[config.mk]
export PLATFORM = sky130hd
export DESIGN_NAME = tail_light_seq
export DESIGN_NICKNAME = d
export VERILOG_FILES = /design/src/rtl/tail_light_pkg.sv /design/src/rtl/tail_light_seq_tick_gen.sv /design/src/rtl/tail_light_seq.sv
export SDC_FILE = /design/constraint.sdc
export NUM_CORES = 1
export LEC_CHECK = 0
export CAP_MARGIN = 20
export CORE_MARGIN = 4
export CORE_UTILIZATION = 40
export CTS_BUF_LIST = sky130_fd_sc_hd__clkbuf_8
export DETAILED_ROUTE_END_ITERATION = 6
export RECOVER_POWER = 25
export REMOVE_ABC_BUFFERS = 1
export SYNTH_ARGS = -nofsm -noshare
export SYNTH_HDL_FRONTEND = slang
export SYNTH_SLANG_ARGS = --single-unit
[constraint.sdc]
create_clock -name clk -period 2.4 [get_ports clk]
set_input_delay 0.24 -clock clk [delete_from_list [all_inputs] [get_ports clk]]
set_output_delay 0.24 -clock clk [all_outputs]
set_load 0.02 [all_outputs]
[src/rtl/tail_light_pkg.sv]
// Shared tail-light state codes and lamp pattern constants.
// Used by the next-state logic and by tail_light_seq.
package tail_light_pkg;

    localparam int unsigned STATE_W = 3;
    localparam int unsigned LAMP_W  = 3;
    localparam int unsigned PHASE_W = 2;

    localparam logic [STATE_W-1:0] IDLE       = 3'b000;
    localparam logic [STATE_W-1:0] HAZARDS    = 3'b001;
    localparam logic [STATE_W-1:0] TURN_LEFT  = 3'b010;
    localparam logic [STATE_W-1:0] TURN_RIGHT = 3'b011;

    localparam logic [LAMP_W-1:0] LAMPS_ON  = 3'b111;
    localparam logic [LAMP_W-1:0] LAMPS_OFF = 3'b000;

    // Turn sweep indexed by phase: inner lamp first, then all dark
    localparam logic [3:0][LAMP_W-1:0] TURN_SWEEP = {3'b000, 3'b111, 3'b011, 3'b001};

    typedef struct packed {
        logic [LAMP_W-1:0] left;
        logic [LAMP_W-1:0] right;
    } lampPair_t;

    // Undefined codes (MSB set) are treated as IDLE
    function automatic logic [STATE_W-1:0] decodeState(input logic [STATE_W-1:0] code);
        return code[STATE_W-1] ? IDLE : code;
    endfunction

endpackage

[src/rtl/tail_light_seq_tick_gen.sv]
// Step-rate prescaler: counts 0..TICK_DIV-1 and pulses step_c on the last count.
module tick_gen #(
    parameter  int unsigned TICK_DIV = 12_500_000,
    localparam int unsigned CNT_W    = $clog2(TICK_DIV)
) (
    input  logic clk,
    input  logic rst_n,
    input  logic clear,
    output logic step_c
);

    logic [CNT_W-1:0] cnt;

    assign step_c = (cnt == CNT_W'(TICK_DIV - 1));

    always_ff @(posedge clk) begin
        if (!rst_n || clear) begin
            cnt <= '0;
        end else if (step_c) begin
            cnt <= '0;
        end else begin
            cnt <= cnt + CNT_W'(1);
        end
    end

endmodule

[src/rtl/tail_light_seq.sv]
// Tail lamp sequencer: turn sweep, hazard blink and idle patterns from the state code.
// Optional brake input enabled by defining TAIL_LIGHT_SEQ_BRAKE_EN.
module tail_light_seq
    import tail_light_pkg::*;
#(
    parameter int unsigned TICK_DIV = 12_500_000
) (
    input  logic               clk,
    input  logic               rst_n,
    input  logic [STATE_W-1:0] CurrentState,
`ifdef TAIL_LIGHT_SEQ_BRAKE_EN
    input  logic               brake,
`endif
    output logic [LAMP_W-1:0]  L_lamps,
    output logic [LAMP_W-1:0]  R_lamps,
    output logic               bad_state
);

    logic [STATE_W-1:0] stateQ;
    logic [STATE_W-1:0] decoded;
    logic [PHASE_W-1:0] phase;
    logic [PHASE_W-1:0] phaseNext;
    logic               stateChange;
    logic               step;
    logic               brakeOn;
    lampPair_t          lampsNext;

`ifdef TAIL_LIGHT_SEQ_BRAKE_EN
    assign brakeOn = brake;
`else
    assign brakeOn = 1'b0;
`endif

    // Brake lights the side not used for signalling; hazards override brake
    function automatic lampPair_t selectPattern(
        input logic [STATE_W-1:0] st,
        input logic [PHASE_W-1:0] ph,
        input logic               brk
    );
        lampPair_t p;
        p.left  = LAMPS_OFF;
        p.right = LAMPS_OFF;
        case (st)
            TURN_LEFT: begin
                p.left = TURN_SWEEP[ph];
                if (brk) p.right = LAMPS_ON;
            end
            TURN_RIGHT: begin
                p.right = TURN_SWEEP[ph];
                if (brk) p.left = LAMPS_ON;
            end
            HAZARDS: begin
                if (!ph[0]) begin
                    p.left  = LAMPS_ON;
                    p.right = LAMPS_ON;
                end
            end
            default: begin
                if (brk) begin
                    p.left  = LAMPS_ON;
                    p.right = LAMPS_ON;
                end
            end
        endcase
        return p;
    endfunction

    tick_gen #(
        .TICK_DIV (TICK_DIV)
    ) u_tick_gen (
        .clk    (clk),
        .rst_n  (rst_n),
        .clear  (stateChange),
        .step_c (step)
    );

    // A state change restarts the sequence and takes priority over a step
    always_comb begin
        decoded     = decodeState(CurrentState);
        stateChange = (decoded != stateQ);
        phaseNext   = phase;
        if (stateChange) begin
            phaseNext = '0;
        end else if (step) begin
            phaseNext = phase + PHASE_W'(1);
        end
        lampsNext = selectPattern(decoded, phaseNext, brakeOn);
    end

    always_ff @(posedge clk) begin
        if (!rst_n) begin
            stateQ    <= IDLE;
            phase     <= '0;
            L_lamps   <= LAMPS_OFF;
            R_lamps   <= LAMPS_OFF;
            bad_state <= 1'b0;
        end else begin
            stateQ    <= decoded;
            phase     <= phaseNext;
            L_lamps   <= lampsNext.left;
            R_lamps   <= lampsNext.right;
            bad_state <= CurrentState[STATE_W-1];
        end
    end

endmodule

---- After elaboration in Yosys (flattened, before gate mapping) ----
Index checks and enable logic that the tools add are counted.
cells by class
  add/subtract/negate cells ............... 2
  $lt $le $gt $ge ......................... 1
  eq/ne operators ......................... 5
  muxes and demuxes ....................... 7
  reduce and logical (&&, ||, !) cells .... 3
operator list
  operator                                                               number
  24-bit by 1-bit adder with 24-bit output, second input constant        1
  24-bit equality test, second input constant                            1
  6-bit one-hot mux with 3 select lines                                  1
  3-bit binary-select mux with 2-bit select                              1
  2-bit two-way mux                                                      3
  6-bit two-way mux                                                      1
  2-bit equality test, second input constant                             2
  2-bit by 3-bit < comparator with 1-bit output, second input constant   1
  3-bit two-way mux                                                      1
  2-bit by 3-bit != test with 1-bit output                               1
  2-bit by 1-bit adder with 2-bit output, second input constant          1
  2-bit by 1-bit equality test with 1-bit output, second input constant  1
  2-bit OR reduction                                                     1
  1-bit logical NOT                                                      1
  1-bit logical OR                                                       1
word-level totals
  register bits after elaboration ......... 36
  input port bits ......................... 5

---- Longest topological paths before layout ----
Gate-level depths: netlist (run 1).
  depth after elaboration ................. 6
  mapped depth ............................ 8
  mapped depth without buffers ............ 8

---- Modules after synthesis ----
A second synthesis (run 1) with hierarchy kept.
second synthesis, totals
  cell total of the unflattened synthesis .. 188
  area total of the unflattened synthesis .. 1,641.6 um2
by module, submodules not included
  module          instances  cells each  area each (um2)  sequential area each (um2)
  tick_gen        1          131         1,122.3          480.5
  tail_light_seq  1          57          519.2            220.2

---- Least setup slack after synthesis (run 1) ----
OpenSTA, ideal clock, no wires.
  kind .................................... flip-flop to flip-flop
  start ................................... register u_tick_gen.cnt[0]
  end ..................................... register L_lamps[1]
  setup time .............................. 0.106 ns
  arrival time ............................ 2.156 ns
  required time ........................... 2.294 ns
  slack ................................... 0.138 ns
  cell stages (with the launch flop) ...... 8
  path buffers ............................ 0
  clock period less this slack ............ 2.262 ns
  cells stage by stage .................... dfxtp_1 -> ha_1 -> and4_4 -> nand2_1 -> or4_1 -> a21o_1 -> ha_1 -> o311ai_0
on the way
  word-level cells in the longest chain between the ends .. 6
RTL lines
  item                                       RTL line                       source
  from (decl)                                tail_light_seq_tick_gen.sv:12  logic [CNT_W-1:0] cnt;
  from (signal assigned)                     tail_light_seq_tick_gen.sv:22  cnt <= cnt + CNT_W'(1);
  24-bit equality test (*)                   tail_light_seq_tick_gen.sv:14  assign step_c = (cnt == CNT_W'(TICK_DIV - 1));
  2-bit two-way mux (*)                      tail_light_seq.sv:84           end else if (step) begin
  2-bit two-way mux (*)                      tail_light_seq.sv:82           if (stateChange) begin
  3-bit binary-select mux with 2-bit select  tail_light_seq.sv:45           p.left = TURN_SWEEP[ph];
  3-bit two-way mux (not written as such)    tail_light_seq.sv:45
  6-bit one-hot mux with 3 select lines (*)  tail_light_seq.sv:43           case (st)
  to (signal assigned)                       tail_light_seq.sv:100          L_lamps <= lampsNext.left;
  to (decl)                                  tail_light_seq.sv:14           output logic [LAMP_W-1:0] L_lamps,
Mark *: on every way between the ends. The rest lies on a longest branch, timed or not. The select of a mux whose other input is x is not followed.
A chain may end at the register's enable or synchronous reset.

---- Worst setup path after layout (run 1) ----
  start ................................... register u_tick_gen.cnt[1]
  end ..................................... register L_lamps[1]
Same word-level chain as after synthesis.

==> flow_summary.json, run 1 <==
{
  "grt_pass1_vias": 1505,
  "fin_nets": 214,
  "grt_pass1_wl_mm": 6.52,
  "grt_overflow": 0,
  "crit_required_ns": 2.60,
  "critical_path_class": "reg -> reg",
  "r2r_cells": 7,
  "fin_cells": 257,
  "dp_hpwl_mm": 2.70,
  "cp_common_cell": "ha_1",
  "maxCapViolations": 0,
  "fin_area_sq_um": 2100,
  "fin_skew_ns": 0.00186,
  "ys.flop_type": "dfxtp_1",
  "die_h_microns": 73.9,
  "placed_cell_area_sq_um": 1960,
  "p_int_uw": 962,
  "syn_avg_cell_area_sq_um": 9.48,
  "grt_setup_unrepaired": "false",
  "power.switching_uw": 260,
  "clk_pin_slew_ns": 0.07,
  "slowest_delay_ns": 0.54,
  "async_flop_share_pct": 0,
  "viasPerCell": 5.82,
  "path_buf_inv": 0,
  "drv_slew": 0,
  "yosysWarningCount": 0,
  "clkSinkCount": 35,
  "critPathSlowestCell": "or4_4",
  "clock-root-buffer": "clkbuf_8",
  "numCtsBuffers": 5,
  "cp-start-kind": "flip-flop",
  "critPathArrivalTime_ns": 2.47,
  "whs_path_depth": 1,
  "synthCells": 183,
  "dp_cells": 249,
  "gp_congestion": 0.838,
  "cellLeakagePower_nw": 0.714,
  "cts_tree": "yes",
  "final_hold_viol_count": 0,
  "syn2layout_area_growth_pct": 21.1,
  "initial_core_util_pct": 42.5,
  "die_x_microns": 73.9,
  "rows": 23,
  "slew_headroom_pct": 67.1,
  "yosysUniqueCellTypes": 43,
  "postRouteAntennaNets": 0,
  "status": "complete, no violations",
  "ys_seq_elements": 35,
  "p_seq_share_pct": 49.0,
  "endpoint_kind": "flip-flop",
  "worst-r2r-setup-slack_ns": 0.13,
  "hold_path_end": "u_tick_gen.cnt[0]",
  "timing.rr.start": "u_tick_gen.cnt[1]",
  "ioPinCount": 12,
  "die_area_sq_um": 5460,
  "port_buffers": 11,
  "htreeDepth": 2,
  "wirelength_mm": 3.87,
  "ir_drop_v": 0.000225,
  "grt_max_degree": 27,
  "drc": 0,
  "hold_path_class": "reg -> reg",
  "post_cts_buffers": 0,
  "vias": 1496,
  "finalCritPeriodShare_pct": 94.6,
  "timing.rr.end": "L_lamps[1]",
  "dr.pass1.iters": 4,
  "first_iter_violations": 97,
  "antenna_cells": 0,
  "core_sq_um": 4090,
  "setup-violations-final": 0,
  "min-delay-start": "u_tick_gen.cnt[0]",
  "cts.path.max_buffers": 2,
  "grtUsageTotal_pct": 15.4,
  "ctsHoldBuffers": 0,
  "swShare_pct": 21.3,
  "worstMarginPinSlew_ns": 0.480,
  "insertion_delay_ns": 0.28,
  "power_density_nw_per_um2": 582,
  "synth_edf_count": 0,
  "path_cells": "ha_1 -> and4_4 -> nand2_1 -> or4_4 -> a21o_1 -> ha_1 -> o311ai_2",
  "synth_area_sq_um": 1740,
  "crit_family": "simple AND/OR/NAND/NOR gates",
  "drive_above_1_share_pct": 18.8,
  "fin_crit_ns": 2.27,
  "ys_seq_area_share_pct": 40.4,
  "max_freq_ghz": 0.440,
  "post_drt_wl_per_cell_microns": 15.1,
  "p_comb_share_pct": 6.3,
  "fin_tns_setup_ns": 0,
  "cp_max_fo": 3,
  "antenna_found_initial": 0,
  "clockPowerShare_pct": 44.7
}
==> per-stage QoR <==
step           hold WS, ns  setup WS, ns  total power [mW]  util (%)
2_1_floorplan        0.362         0.138             0.649         -
3_3_place_gp         0.460         0.108             0.688      47.9
3_5_place_dp         0.477        0.0269             0.692      47.9
4_1_cts              0.487       0.00224              1.24      50.8
5_1_grt              0.478        0.0380              1.27      51.4
6_report             0.445         0.129              1.22      51.4
==> Yosys cell counts (3+ instances only) <==
library cell | number | area share, %
nor3_1 | 16 | 4.6
nor2_1 | 5 | 1.1
nand2_1 | 10 | 2.2
a21oi_1 | 4 | 1.2
xor2_1 | 8 | 4.0
buf_2 | 3 | 0.86
o31ai_1 | 7 | 3.0
xnor2_1 | 6 | 3.0
nand3_1 | 10 | 2.9
inv_1 | 6 | 1.3
nand3b_1 | 3 | 1.3
a211oi_1 | 5 | 2.2
or4_1 | 8 | 3.5
ha_1 | 3 | 2.2
a211oi_2 | 4 | 2.9
and4_1 | 3 | 1.5
and4_4 | 3 | 1.9
dfxtp_1 | 35 | 40
nand4_1 | 7 | 2.5
nor4_1 | 4 | 1.4
==> logic make-up after synthesis <==
logic type,share of synthesized area (%)
xor+xnor,7.07
fa+ha+maj,2.16
flops,40.4
mux,0.577
buf+inv,3.89
compound gates,14.8
simple gates,31.1
==> area by class of cell <==
class / count / area (sq um)
Inverter: 6 / 22.5
Clock buffer: 6 / 82.6
Fill cell: 383 / 1980
Timing Repair Buffer: 23 / 200
Sequential cell: 35 / 702
Clock inverter: 2 / 35.0
Tap cell: 50 / 62.6
Multi-Input combinational cell: 135 / 997
==> layer usage <==
layer | vias up | global-route usage (%) | routed length [microns]
met4 | 0 | 7.24 | 62
li1 | 749 | - | -
met3 | 7 | 3.69 | 92
met2 | 14 | 26.0 | 2010
met1 | 726 | 18.1 | 1710
met5 | - | 0 | 0
==> layout by cell type, fill, tap and decap left out, types with 2 or more instances in the layout <==
cell type / count
nand2_1: 10
or3_1: 2
xor2_1: 8
clkdlybuf4s50_1: 2
inv_1: 6
or4_1: 7
and4_4: 3
nor4_1: 3
a211oi_1: 5
and3_1: 2
buf_4: 12
a21o_1: 2
dfxtp_1: 34
ha_1: 3
nor3_1: 16
nand3_1: 10
nand4_1: 7
a21oi_1: 4
a211oi_2: 4
o211ai_1: 2
clkbuf_8: 6
dlygate4sd3_1: 9
nor2_1: 5
and3b_1: 2
nand4bb_1: 2
xnor2_1: 6
o21ai_0: 2
and4_1: 3
o31ai_1: 7
nand3b_1: 3
==> power groups by stage <==
stage	Clock, mW	Combinational [mW]	Sequential [mW]
final	0.547	0.0775	0.599
after global routing	0.588	0.0831	0.600
after CTS	0.558	0.0798	0.599
after detailed placement	0	0.0797	0.612
after global placement	0	0.0775	0.611
after floorplan	0	0.0264	0.622
==> timing repair <==
action / in CTS / in global routing
resized for setup: 0 / 6
endpoints found under the hold margin: 0 / 0
endpoints found under the setup margin: 0 / 1
==> sequential cells by signal, indices dropped and copies added (netlist names) <==
name / flops
u_tick_gen.cnt: 24
L_lamps: 3
R_lamps: 3
phase: 2
stateQ: 2
bad_state: 1
==> how the worst max path moves through the flow <==
stage	startpoint	to	depth (start not counted)
6_report	u_tick_gen.cnt[1]	L_lamps[1]	7
4_1_cts	u_tick_gen.cnt[0]	L_lamps[1]	7
3_3_place_gp	u_tick_gen.cnt[0]	L_lamps[1]	7
2_1_floorplan	u_tick_gen.cnt[0]	L_lamps[1]	7
3_5_place_dp	u_tick_gen.cnt[0]	L_lamps[1]	7
5_1_grt	u_tick_gen.cnt[1]	L_lamps[1]	7
Power figures use the tool's default switching activity.
==> run 2: changes to the inputs <==
==> constraint.sdc (replaced) <==
create_clock -name clk -period 2.4 [get_ports clk]
set_input_delay 0.48 -clock clk [delete_from_list [all_inputs] [get_ports clk]]
set_output_delay 0.48 -clock clk [all_outputs]
set_load 0.02 [all_outputs]
==> run 2 against run 1 <==
Total power is 12% lower; global-route usage fell by 0.33 points; highest routed layer unchanged; sequential share of layout area shrank 0.12 points; design area increased by 0.36%; via count down 1.3%; setup slack better by 0.013 ns; clock-buffer cell count down 1; clock power is 27% lower; register-to-register slack hardly changed; cell count increased by 1.9%; first-iteration DRC count fell by 4.1%.
==> flow_summary.json, run 2 (synthesis gave the netlist of run 1 again) <==
{
  "hold_path_class": "reg -> reg",
  "hold_ws_ns": 0.439,
  "vias": 1477,
  "fin_skew_ns": 0.0105,
  "largest_register_ffs": 24,
  "fin_nets": 219,
  "clockPowerShare_pct": 36.9,
  "setup-violations-final": 0,
  "finalCritPeriodShare_pct": 94.1,
  "final_common_cell": "dfxtp_1",
  "htreeDepth": 2,
  "power.switching_uw": 252,
  "cts.path.max_buffers": 2,
  "cts_tree": "yes",
  "slew_headroom_pct": 65.8,
  "status": "complete, no violations",
  "worst_slack_ns": 0.141,
  "grt_max_degree": 27,
  "critPathSlowestCell": "or4_1",
  "insertion_delay_ns": 0.29,
  "cp_common_cell": "ha_1",
  "antenna_found_initial": 0,
  "syn2layout_area_growth_pct": 21.6,
  "die_h_microns": 73.9,
  "grt_setup_unrepaired": "false",
  "cp-start-kind": "flip-flop",
  "post_cts_buffers": 0,
  "power_density_nw_per_um2": 511,
  "postRouteAntennaNets": 0,
  "wirelength_mm": 3.80,
  "dr.pass1.iters": 4,
  "placed_cell_area_sq_um": 2020,
  "grtUsageTotal_pct": 15.0,
  "dp_hpwl_mm": 2.77,
  "die_area_sq_um": 5460,
  "first_iter_violations": 93,
  "gp_congestion": 0.839,
  "cp_max_fo": 3,
  "grt_pass1_vias": 1416,
  "fin_crit_ns": 2.26,
  "clkSinkCount": 35,
  "core_sq_um": 4090,
  "path_cells": "ha_1 -> and4_4 -> nand2_1 -> or4_1 -> a21o_1 -> ha_1 -> o311ai_2",
  "endpoint_kind": "flip-flop",
  "critPathArrivalTime_ns": 2.46,
  "critical_path_class": "reg -> reg",
  "ioPinCount": 12,
  "regMostFlops": "u_tick_gen.cnt",
  "post_drt_wl_per_cell_microns": 14.5,
  "initial_core_util_pct": 42.5,
  "grt_pass1_wl_mm": 6.33,
  "antenna_cells": 0,
  "pre_cts_ws_ns": -0.0772,
  "fill_cells": 379,
  "drv_slew": 0,
  "p_seq_share_pct": 55.5,
  "port_buffers": 11,
  "final_hold_viol_count": 0,
  "crit_required_ns": 2.60,
  "cellLeakagePower_nw": 0.731,
  "max_freq_ghz": 0.443,
  "fin_area_sq_um": 2110,
  "drc": 0,
  "clk_pin_slew_ns": 0.07,
  "maxCapViolations": 0,
  "swShare_pct": 23.4,
  "drive_above_1_share_pct": 18.9,
  "numCtsBuffers": 5,
  "viasPerCell": 5.64,
  "slowest_delay_ns": 0.54,
  "worst-r2r-setup-slack_ns": 0.14,
  "clock-root-buffer": "clkbuf_8",
  "grt_overflow": 0,
  "p_int_uw": 827,
  "die_x_microns": 73.9,
  "p_comb_share_pct": 7.6,
  "ctsHoldBuffers": 0,
  "worstMarginPinSlew_ns": 0.499,
  "rows": 23,
  "layout_common_cells": "dfxtp_1, nor3_1, buf_4",
  "ir_drop_v": 0.000402,
  "largestRegisters": "u_tick_gen.cnt x24, L_lamps x3, R_lamps x3"
}
==> run 2: layout make-up <==
cell class / instances / area (sq um) / share of cell area, %
Clock buffer: 5 / 68.8 / 3.26
Clock inverter: 3 / 12.5 / 0.593
Inverter: 6 / 22.5 / 1.07
Multi-Input combinational cell: 135 / 978 / 46.4
Sequential cell: 35 / 702 / 33.3
Tap cell: 50 / 62.6 / 2.97
Timing Repair Buffer: 28 / 263 / 12.5
==> run 2: layer usage <==
| layer | GRT usage, % | wire length, microns | up-vias |
|---|---|---|---|
| met4 | 6.04 | 43 | 0 |
| met3 | 3.69 | 124 | 7 |
| met5 | 0 | 0 | - |
| met1 | 18.9 | 1780 | 693 |
| met2 | 24.5 | 1850 | 23 |
| li1 | - | - | 754 |
==> run 2: path summary, 6_finish.rpt <==
kind                            cells after the start               from                 to
worst min-delay path                                1  u_tick_gen.cnt[0]  u_tick_gen.cnt[0]
worst max register to register                      7  u_tick_gen.cnt[1]         L_lamps[1]
worst max-delay path                                7  u_tick_gen.cnt[1]         L_lamps[1]
worst min register to register                      1  u_tick_gen.cnt[0]  u_tick_gen.cnt[0]
==> run 2: metrics by stage <==
stage                     instances  setup TNS (ns)  utilization (%)  power, mW
after floorplan                 176               0                -      0.649
after global placement          254         -0.0143             49.4      0.695
after detailed placement        254         -0.0772             49.4      0.698
after CTS                       262               0             51.4       1.09
after global routing            262               0             51.6       1.12
final                           262               0             51.6       1.08
==> run 2: power groups by stage <==
stage / logic (mW) / registers, mW / clock network (mW)
2_1_floorplan: 0.0264 / 0.622 / 0
3_3_place_gp: 0.0841 / 0.611 / 0
3_5_place_dp: 0.0854 / 0.612 / 0
4_1_cts: 0.0858 / 0.599 / 0.407
5_1_grt: 0.0886 / 0.600 / 0.436
6_report: 0.0822 / 0.598 / 0.398
==> run 2: worst max-delay path, delay by kind of cell (launching register included) <==
family | cells | cell delay, ns
and+or+nand+nor | 3 | 0.88
AOI/OAI and AO/OA | 2 | 0.44
adders and majority gates | 2 | 0.49
DFF | 1 | 0.35
==> run 2: what timing repair did <==
| item | CTS | global route |
|---|---|---|
| resized for setup | 0 | 3 |
| endpoints found under the setup margin | 0 | 1 |
| endpoints found under the hold margin | 0 | 0 |
